==> config.mk <==
export PLATFORM = sky130hd
export DESIGN_NAME = mul_arbiter_flat
export DESIGN_NICKNAME = d
export VERILOG_FILES = /design/src/rtl/mul_arbiter_pkg.sv /design/src/rtl/mul_arbiter_if.sv /design/src/rtl/mul_seq8.sv /design/src/rtl/mul_arbiter.sv /design/src/flat_wrapper.sv
export SDC_FILE = /design/constraint.sdc
export NUM_CORES = 1
export LEC_CHECK = 0
export CORE_MARGIN = 3
export CORE_UTILIZATION = 45
export CTS_CLUSTER_DIAMETER = 150
export CTS_CLUSTER_SIZE = 25
export DETAILED_ROUTE_END_ITERATION = 10
export HOLD_SLACK_MARGIN = 0.15
export PLACE_DENSITY = 0.71
export SLEW_MARGIN = 0
export SYNTH_ARGS = -nofsm -noshare
export SYNTH_HDL_FRONTEND = slang
export SYNTH_SLANG_ARGS = --single-unit
export TNS_END_PERCENT = 20
==> constraint.sdc <==
create_clock -name clk -period 3.7 [get_ports clk]
set_input_delay 0.555 -clock clk [delete_from_list [all_inputs] [get_ports clk]]
set_output_delay 0.555 -clock clk [all_outputs]
set_load 0.05 [all_outputs]
==> src/rtl/mul_arbiter_pkg.sv <==
// Shared types and constants for the mul_arbiter block.
// Signed operation is selected at build time with MUL_ARBITER_SIGNED_EN.
package mul_arbiter_pkg;

  localparam int OP_W     = 8;
  localparam int PROD_W   = 16;
  localparam int MUL_ITER = 8;
  localparam int CNT_W    = $clog2(MUL_ITER);

  typedef enum logic [1:0] {
    IDLE,
    MUL,
    DONE
  } state_t;

  // Magnitude of a two's complement operand; -128 maps to 0x80, which is
  // still the correct magnitude when read as unsigned.
  function automatic logic [OP_W-1:0] abs_op(input logic [OP_W-1:0] v);
    return v[OP_W-1] ? ((~v) + OP_W'(1)) : v;
  endfunction

endpackage

==> src/rtl/mul_arbiter_if.sv <==
// Requester and result handshake bundle for mul_arbiter.
// master: requesters plus result consumer; slave: the arbiter.
interface mul_arbiter_if;
  import mul_arbiter_pkg::*;

  logic [1:0]        req_valid;
  logic [OP_W-1:0]   req_a0;
  logic [OP_W-1:0]   req_b0;
  logic [OP_W-1:0]   req_a1;
  logic [OP_W-1:0]   req_b1;
  logic [1:0]        req_ready;
  logic              res_valid;
  logic              res_ready;
  logic [PROD_W-1:0] res_data;
  logic              res_id;
  logic              busy;

  modport master (
    output req_valid, req_a0, req_b0, req_a1, req_b1, res_ready,
    input  req_ready, res_valid, res_data, res_id, busy
  );

  modport slave (
    input  req_valid, req_a0, req_b0, req_a1, req_b1, res_ready,
    output req_ready, res_valid, res_data, res_id, busy
  );

endinterface

==> src/rtl/mul_seq8.sv <==
// Iterative 8x8 shift-add multiplier datapath, one partial product per step.
// 'product' is the value the accumulator takes on the current edge, so the
// full result is visible together with 'last' on the eighth step.
module mul_seq8
  import mul_arbiter_pkg::*;
(
  input  logic              clk,
  input  logic              rst_n,
  input  logic              load,
  input  logic              step,
  input  logic [OP_W-1:0]   a,
  input  logic [OP_W-1:0]   b,
  output logic [PROD_W-1:0] product,
  output logic              last
);

  logic [PROD_W-1:0] mcand_q, mcand_d;
  logic [PROD_W-1:0] acc_q, acc_d;
  logic [OP_W-1:0]   mplier_q, mplier_d;
  logic [CNT_W-1:0]  cnt_q, cnt_d;

  // Load fresh operands or perform one shift-add step.
  always_comb begin
    mcand_d  = mcand_q;
    mplier_d = mplier_q;
    acc_d    = acc_q;
    cnt_d    = cnt_q;
    if (load) begin
      mcand_d  = PROD_W'(a);
      mplier_d = b;
      acc_d    = '0;
      cnt_d    = '0;
    end else if (step) begin
      if (mplier_q[0]) acc_d = acc_q + mcand_q;
      mcand_d  = mcand_q << 1;
      mplier_d = mplier_q >> 1;
      cnt_d    = cnt_q + CNT_W'(1);
    end
  end

  assign product = acc_d;
  assign last    = step && !load && (cnt_q == CNT_W'(MUL_ITER - 1));

  // Datapath registers.
  always_ff @(posedge clk or negedge rst_n) begin
    if (!rst_n) begin
      mcand_q  <= '0;
      mplier_q <= '0;
      acc_q    <= '0;
      cnt_q    <= '0;
    end else begin
      mcand_q  <= mcand_d;
      mplier_q <= mplier_d;
      acc_q    <= acc_d;
      cnt_q    <= cnt_d;
    end
  end

endmodule

==> src/rtl/mul_arbiter.sv <==
// Round-robin arbiter sharing one mul_seq8 between two requesters.
// Optional macro MUL_ARBITER_SIGNED_EN: two's complement operands/product.
module mul_arbiter
  import mul_arbiter_pkg::*;
(
  input  logic          clk,
  input  logic          rst_n,
  mul_arbiter_if.slave  bus
);

  state_t            state_q, state_d;
  logic              ptr_q, ptr_d;
  logic              id_q, id_d;
  logic              res_valid_q, res_valid_d;
  logic              res_id_q, res_id_d;
  logic              busy_q, busy_d;
  logic [PROD_W-1:0] res_data_q, res_data_d;

  logic              grant;
  logic [1:0]        ready;
  logic              load;
  logic              step;
  logic              last;
  logic [OP_W-1:0]   sel_a, sel_b;
  logic [OP_W-1:0]   op_a, op_b;
  logic [PROD_W-1:0] product;
  logic [PROD_W-1:0] final_prod;

  // Pick the requester: a lone requester wins, a tie goes to the pointer.
  // Ready is held low during reset so the port reads zero while rst_n is low.
  always_comb begin
    grant = ptr_q;
    if (bus.req_valid == 2'b01)      grant = 1'b0;
    else if (bus.req_valid == 2'b10) grant = 1'b1;
    ready = 2'b00;
    if (rst_n && (state_q == IDLE) && (bus.req_valid != 2'b00)) ready[grant] = 1'b1;
  end

  assign bus.req_ready = ready;
  assign load  = |ready;
  assign sel_a = grant ? bus.req_a1 : bus.req_a0;
  assign sel_b = grant ? bus.req_b1 : bus.req_b0;

`ifdef MUL_ARBITER_SIGNED_EN
  logic sign_q, sign_d;

  assign op_a       = abs_op(sel_a);
  assign op_b       = abs_op(sel_b);
  assign final_prod = sign_q ? ((~product) + PROD_W'(1)) : product;

  // Sign of the product in flight, captured at acceptance.
  always_comb begin
    sign_d = sign_q;
    if (load) sign_d = sel_a[OP_W-1] ^ sel_b[OP_W-1];
  end

  // Sign register.
  always_ff @(posedge clk or negedge rst_n) begin
    if (!rst_n) sign_q <= 1'b0;
    else        sign_q <= sign_d;
  end
`else
  assign op_a       = sel_a;
  assign op_b       = sel_b;
  assign final_prod = product;
`endif

  mul_seq8 u_seq (
    .clk     (clk),
    .rst_n   (rst_n),
    .load    (load),
    .step    (step),
    .a       (op_a),
    .b       (op_b),
    .product (product),
    .last    (last)
  );

  // Control FSM: accept in IDLE, iterate in MUL, hold the result in DONE.
  always_comb begin
    state_d     = state_q;
    ptr_d       = ptr_q;
    id_d        = id_q;
    res_valid_d = res_valid_q;
    res_data_d  = res_data_q;
    res_id_d    = res_id_q;
    step        = 1'b0;
    unique case (state_q)
      IDLE: begin
        if (load) begin
          state_d = MUL;
          ptr_d   = ~grant;
          id_d    = grant;
        end
      end
      MUL: begin
        step = 1'b1;
        if (last) begin
          state_d     = DONE;
          res_valid_d = 1'b1;
          res_data_d  = final_prod;
          res_id_d    = id_q;
        end
      end
      DONE: begin
        if (bus.res_ready) begin
          state_d     = IDLE;
          res_valid_d = 1'b0;
        end
      end
      default: state_d = IDLE;
    endcase
    busy_d = (state_d != IDLE);
  end

  // State, pointer and result registers.
  always_ff @(posedge clk or negedge rst_n) begin
    if (!rst_n) begin
      state_q     <= IDLE;
      ptr_q       <= 1'b0;
      id_q        <= 1'b0;
      res_valid_q <= 1'b0;
      res_data_q  <= '0;
      res_id_q    <= 1'b0;
      busy_q      <= 1'b0;
    end else begin
      state_q     <= state_d;
      ptr_q       <= ptr_d;
      id_q        <= id_d;
      res_valid_q <= res_valid_d;
      res_data_q  <= res_data_d;
      res_id_q    <= res_id_d;
      busy_q      <= busy_d;
    end
  end

  assign bus.res_valid = res_valid_q;
  assign bus.res_data  = res_data_q;
  assign bus.res_id    = res_id_q;
  assign bus.busy      = busy_q;

endmodule
==> src/flat_wrapper.sv <==
// flat-port wrapper written by rule: the top's interface ports become plain ports
module mul_arbiter_flat import mul_arbiter_pkg::*;
  (clk, rst_n, bus_req_valid, bus_req_a0, bus_req_b0, bus_req_a1, bus_req_b1, bus_res_ready, bus_req_ready, bus_res_valid, bus_res_data, bus_res_id, bus_busy);
  mul_arbiter_if bus_i ();
  input  logic clk;
  input  logic rst_n;
  input wire logic [$bits(bus_i.req_valid)-1:0] bus_req_valid;
  input wire logic [$bits(bus_i.req_a0)-1:0] bus_req_a0;
  input wire logic [$bits(bus_i.req_b0)-1:0] bus_req_b0;
  input wire logic [$bits(bus_i.req_a1)-1:0] bus_req_a1;
  input wire logic [$bits(bus_i.req_b1)-1:0] bus_req_b1;
  input wire logic [$bits(bus_i.res_ready)-1:0] bus_res_ready;
  output wire logic [$bits(bus_i.req_ready)-1:0] bus_req_ready;
  output wire logic [$bits(bus_i.res_valid)-1:0] bus_res_valid;
  output wire logic [$bits(bus_i.res_data)-1:0] bus_res_data;
  output wire logic [$bits(bus_i.res_id)-1:0] bus_res_id;
  output wire logic [$bits(bus_i.busy)-1:0] bus_busy;
  assign bus_i.req_valid = bus_req_valid;
  assign bus_i.req_a0 = bus_req_a0;
  assign bus_i.req_b0 = bus_req_b0;
  assign bus_i.req_a1 = bus_req_a1;
  assign bus_i.req_b1 = bus_req_b1;
  assign bus_i.res_ready = bus_res_ready;
  assign bus_req_ready = bus_i.req_ready;
  assign bus_res_valid = bus_i.res_valid;
  assign bus_res_data = bus_i.res_data;
  assign bus_res_id = bus_i.res_id;
  assign bus_busy = bus_i.busy;
  mul_arbiter u_core (.clk(clk), .rst_n(rst_n), .bus(bus_i));
endmodule
Word-level counts from Yosys, hierarchy flattened:

Cells that the tools add are included.

* register bits after elaboration: 66
* word-level logic and storage cells: 62

* bitwise logic cells: 1
* add/sub/neg operators: 2
* $lt $le $gt $ge: 2
* muxes and demuxes: 24
* equal/unequal tests: 7
* reduce and logical (&&, ||, !) cells: 15

Operators with widths (count)
* 16-bit 2-to-1 mux: 5
* 8-bit 2-to-1 mux: 4
* 16-bit adder: 1
* 2-bit 2-to-1 mux: 4
* 2-bit nonzero test: 4
* 1-bit 2-to-1 mux: 6
* 3-bit 2-to-1 mux: 2
* 2-bit one-hot mux with 3 select lines: 1
* 1-bit logical AND: 5
* 2-bit by 1-bit equality test with 1-bit output (second input constant): 2
* 2-bit equality test (second input constant): 2
* 2-bit AND reduction: 2
* 3-bit by 1-bit adder with 3-bit output (second input constant): 1
* 3-bit equality test (second input constant): 1
* 3-bit AND reduction: 1
* 2-bit zero test: 1
* 1-bit by 2-bit < comparator with 1-bit output (second input constant): 1
* 2-bit by 1-bit != test with 1-bit output (second input constant): 1
* 2-bit != test (second input constant): 1
* 1-bit one-hot mux with 2 select lines: 1
* 2-bit OR reduction: 1
* 1-bit demux with 1-bit select: 1
* 1-bit greater-or-equal comparator (second input constant): 1
* 1-bit zero test: 1
* 1-bit NOT: 1

Logic depth before layout (Yosys ltp):

* depth after elaboration: 15
* depth in mapped cells: 10
* gate-level depth less buffers: 10

By module:

A second synthesis with hierarchy kept.

* cells, all modules: 357
* area, all modules: 3777.4 µm²

Modules (own cells, without submodules)
* mul_seq8: instances 1, sequential area each 1076.0 µm², area each 2583.7 µm², cells each 277
* mul_arbiter: instances 1, sequential area each 575.6 µm², area each 1193.6 µm², cells each 80

Least setup slack after synthesis:

Ideal clock, no wire load.

* path kind: input port to output port
* start: in bus_req_valid[1]
* end: out bus_req_ready[0]
* path buffers: 2
* data required time: 3.145 ns
* stages on the path: 5
* slack: 1.093 ns
* data arrival time: 2.052 ns
* cell sequence: o21ai_0 > or3_1 > clkbuf_1 > clkbuf_1 > nor2_1

* word-level cells in the longest chain between the ends: 8
* elaborated cells between the ends (all ways): 12
* classes of those cells: 2 x order compare; 2 x eq/ne; 5 x mux; 3 x reduce/logical

Ends and longest elaborated chain
* start, declared: RTL line flat_wrapper.sv:7 `input wire logic [$bits(bus_i.req_valid)-1:0] bus_req_valid;`
* 2-bit equality test: RTL line mul_arbiter.sv:34 `else if (bus.req_valid == 2'b10) grant = 1'b1;`
* 1-bit 2-to-1 mux: RTL line mul_arbiter.sv:34
* 1-bit 2-to-1 mux: RTL line mul_arbiter.sv:33 `if (bus.req_valid == 2'b01) grant = 1'b0;`
* 1-bit by 2-bit < comparator with 1-bit output (implied by the code) / 1-bit greater-or-equal comparator (equally long branches): RTL line mul_arbiter.sv:36 `if (rst_n && (state_q == IDLE) && (bus.req_valid != 2'b00)) ready[grant] = 1'b1;`
* 1-bit logical AND (implied by the code): RTL line mul_arbiter.sv:36
* 1-bit 2-to-1 mux (implied by the code): RTL line mul_arbiter.sv:36
* 1-bit demux with 1-bit select
* 2-bit 2-to-1 mux *: RTL line mul_arbiter.sv:36
* end, declared: RTL line flat_wrapper.sv:13 `output wire logic [$bits(bus_i.req_ready)-1:0] bus_req_ready;`

Mark *: on every way between the ends. The rest lies on a longest branch, timed or not.

Final worst setup path:

* start: in bus_req_valid[0]
* end: out bus_req_ready[0]

Same word-level chain as after synthesis.

==> impl_metrics.env <==
export IMPL_netlist_area_mm2=0.003553
export IMPL_fin_util_pct=59.66
export IMPL_drt_wl_total_mm=8.202
export IMPL_p_comb_share_pct=47.6
export IMPL_hold_violations=0
export IMPL_antenna_cells=0
export IMPL_p_sw_w=0.001525
export IMPL_vias=2906
export IMPL_drcViolationCount=0
export IMPL_grt_pass1_wl_mm=14.29
export IMPL_synth_top_cell_by_area="dfrtp_1"
export IMPL_post_cts_resized=0
export IMPL_path_class="in -> out"
export IMPL_htreeDepth=3
export IMPL_cts_buffers=9
export IMPL_grt_usage_pct=20.44
export IMPL_worstPathRequired_ps=3140
export IMPL_core_area_mm2=0.007447
export IMPL_die_width_um=94.86
export IMPL_drive_above_1_share_pct=7.483
export IMPL_status="finished, final reports clean"
export IMPL_mostFrequentLayoutCells="66 x dfrtp_1, 63 x nand2_1, 54 x clkdlybuf4s50_1"
export IMPL_grt_max_degree=67
export IMPL_total_leakage_power_nw=2.112
export IMPL_fmax_ghz=0.3664
export IMPL_netlist_instances=383
export IMPL_initial_core_util_pct=47.72
export IMPL_clk_path_buf_depth=2
export IMPL_clock_power_share_pct=19.1
export IMPL_placement_io_buffers=57
export IMPL_layout_commonest_cell="dfrtp_1"
export IMPL_crit_chain="clkdlybuf4s50_1 -> inv_1 -> maj3_1 -> nor2_1 -> buf_12"
export IMPL_cts_setup_buffers=0
export IMPL_power_w=0.003570
export IMPL_synth_nets=438
export IMPL_syn_avg_cell_area_um2=9.278
export IMPL_setup_violations=0
export IMPL_synth_edff_count=0
export IMPL_ys_types=44
export IMPL_dp_cells=524
export IMPL_ys_top_cells_by_area="dfrtp_1 46%, nand2_1 6.7%, ha_1 6.0%"
export IMPL_grt_pass1_vias=2966
export IMPL_first_pass_iters=4
export IMPL_critical_path_slowest_cell="maj3_1"
export IMPL_drtIter0Drc=108
export IMPL_clock_latency_ps=350
export IMPL_finalSetupTns_ps=0
export IMPL_fin_crit_sh_pct=73.76
export IMPL_detailedPlacementHpwl_mm=5.809
export IMPL_fillers=647
export IMPL_worstPathMaxFanout=9
export IMPL_synth_seq_area_share_pct=46.48
export IMPL_cts_sinks=66
export IMPL_maxSlewHeadroom_pct=45.57
export IMPL_die_h_um=94.86
export IMPL_yosys_register_bits=66
export IMPL_switching_share_pct=42.72
export IMPL_hold_class="in -> async"
export IMPL_cts_tree="done"
export IMPL_cp_slowest_stage_delay_ps=510
export IMPL_max_cap_violations=0
export IMPL_rows=31
export IMPL_nets=491
export IMPL_critPathArrivalTime_ps=2170
export IMPL_seqPwrFrac_pct=33.3
export IMPL_finClkSkew_ps=11.24
export IMPL_via_per_inst=5.381
export IMPL_area_growth_pct=25.04
export IMPL_clk_pin_slew_worst_paths_ps=70
export IMPL_start_kind="input pin"
export IMPL_gp_congestion=0.8347
export IMPL_yosys_area_top_type_share_pct=46.48
export IMPL_rsz0062_at_grt="no"
export IMPL_layout_cells_non_filler=540
export IMPL_crit_family="buffers and inverters"
export IMPL_grt_overflow_total=0
export IMPL_worst_slew_pin_slew_ps=816.4
export IMPL_clockRootBuffer="clkbuf_8"
export IMPL_cts_hold_buf=0
export IMPL_irDropWorstVdd_mv=0.4565
export IMPL_num_io_pins=58
export IMPL_yosys_most_used_dff="dfrtp_1"
export IMPL_antenna_found_initial=0
export IMPL_yosysWarnings=0
export IMPL_maxSlewViolCount=0
export IMPL_fin_crit_ps=2729
export IMPL_p_per_area_mw_per_mm2=803.6
export IMPL_wl_per_cell_um=15.19
export IMPL_cp_buffers_inverters=3
export IMPL_ant_nets=0
export IMPL_intPower_w=0.002045
export IMPL_cp_end_kind="output port"
export IMPL_async_flop_share_pct=100.0
export IMPL_die_area_mm2=0.008998
## through the flow
step                hold slack, ps  worst slack [ps]  area, um2
floorplan                    259.4              1093       3553
global placement             462.6              1033       4215
detailed placement           470.8             966.6       4215
CTS                          481.9             965.1       4443
global route                 507.6             881.4       4443
finish                       440.0             971.0       4443
## registers in the layout, indices dropped and copies added (netlist names)
| signal | flops |
|---|---|
| u_core.bus.busy | 1 |
| u_core.bus.res_id | 1 |
| u_core.bus.res_valid | 1 |
| u_core.u_seq.mcand_q | 16 |
| u_core.u_seq.cnt_q | 3 |
| u_core.bus.res_data | 16 |
| u_core.u_seq.acc_q | 16 |
| u_core.u_seq.mplier_q | 8 |
| u_core.state_q | 2 |
| u_core.ptr_q | 1 |
| u_core.id_q | 1 |
## cells by family (layout without fill, tap and decap cells)
family                   Yosys count  count (layout)  share of synthesized area (%)
AND/OR/NAND/NOR                  125             125                          14.72
AO/OA/AOI/OAI                    105             105                          17.89
flip-flops                        66              66                          46.48
buffers and inverters             28              86                          3.134
multiplexers                      26              26                          7.500
adder cells (fa/ha/maj)           19              19                          6.831
XOR/XNOR                          14              14                          3.451
## power by group through the flow
stage | registers (W) | clock network, W | logic (W)
2_1_floorplan | 0.00146 | 0 | 0.000943
3_3_place_gp | 0.00119 | 0 | 0.00166
3_5_place_dp | 0.00120 | 0 | 0.00170
4_1_cts | 0.00119 | 0.000694 | 0.00171
5_1_grt | 0.00123 | 0.000732 | 0.00188
6_report | 0.00119 | 0.000681 | 0.00170
## Yosys cell counts, types with 2 or more instances
master    count
ha_1         17
nand4_1       2
nor2b_1       2
dfrtp_1      66
clkbuf_1     15
inv_1         7
a31oi_1       3
or3_1         2
a21o_1        9
o31ai_1       3
a22o_1        6
nand2b_1      2
a22oi_1       2
nand3_1       6
buf_2         5
mux2i_1      21
o21bai_1      3
o21ai_0      32
xor2_1        7
nor2_1       40
and2_1        3
a21oi_1      37
nand2_1      63
mux2_2        4
xnor2_1       7
## metal layers
metal	vias up	wire length [um]	global-route usage, %
met5	-	0	0
met4	0	142	5.288
met3	10	317	4.781
met2	61	3854	32.88
met1	1393	3888	27.82
li1	1442	-	-
## final cells by class
cell class,instances,area [um2],share of cell area [%]
tap,99,123.9,2.788
clock buffer,10,137.6,3.098
inverter,7,26.28,0.5914
clock inverter,6,90.09,2.028
multi-input combinational,289,1795,40.41
sequential,66,1652,37.17
timing repair buffer,63,618.1,13.91
## worst paths after layout
path / cells past startpoint / to / startpoint / slack, ps
setup / recovery: 5 / bus_req_ready[0] / bus_req_valid[0] / 970
hold / removal: 2 / u_core.u_seq.acc_q[10] / rst_n / 440
setup reg to reg: 8 / u_core.bus.res_data[13] / u_core.u_seq.mcand_q[6] / 1340
hold reg to reg: 2 / u_core.u_seq.mplier_q[6] / u_core.u_seq.mplier_q[6] / 480
max in group asynchronous: 2 / u_core.u_seq.acc_q[7] / rst_n / 2720
min in group clk: 2 / u_core.u_seq.mplier_q[6] / u_core.u_seq.mplier_q[6] / 480
(Power assumes the default switching activity.)
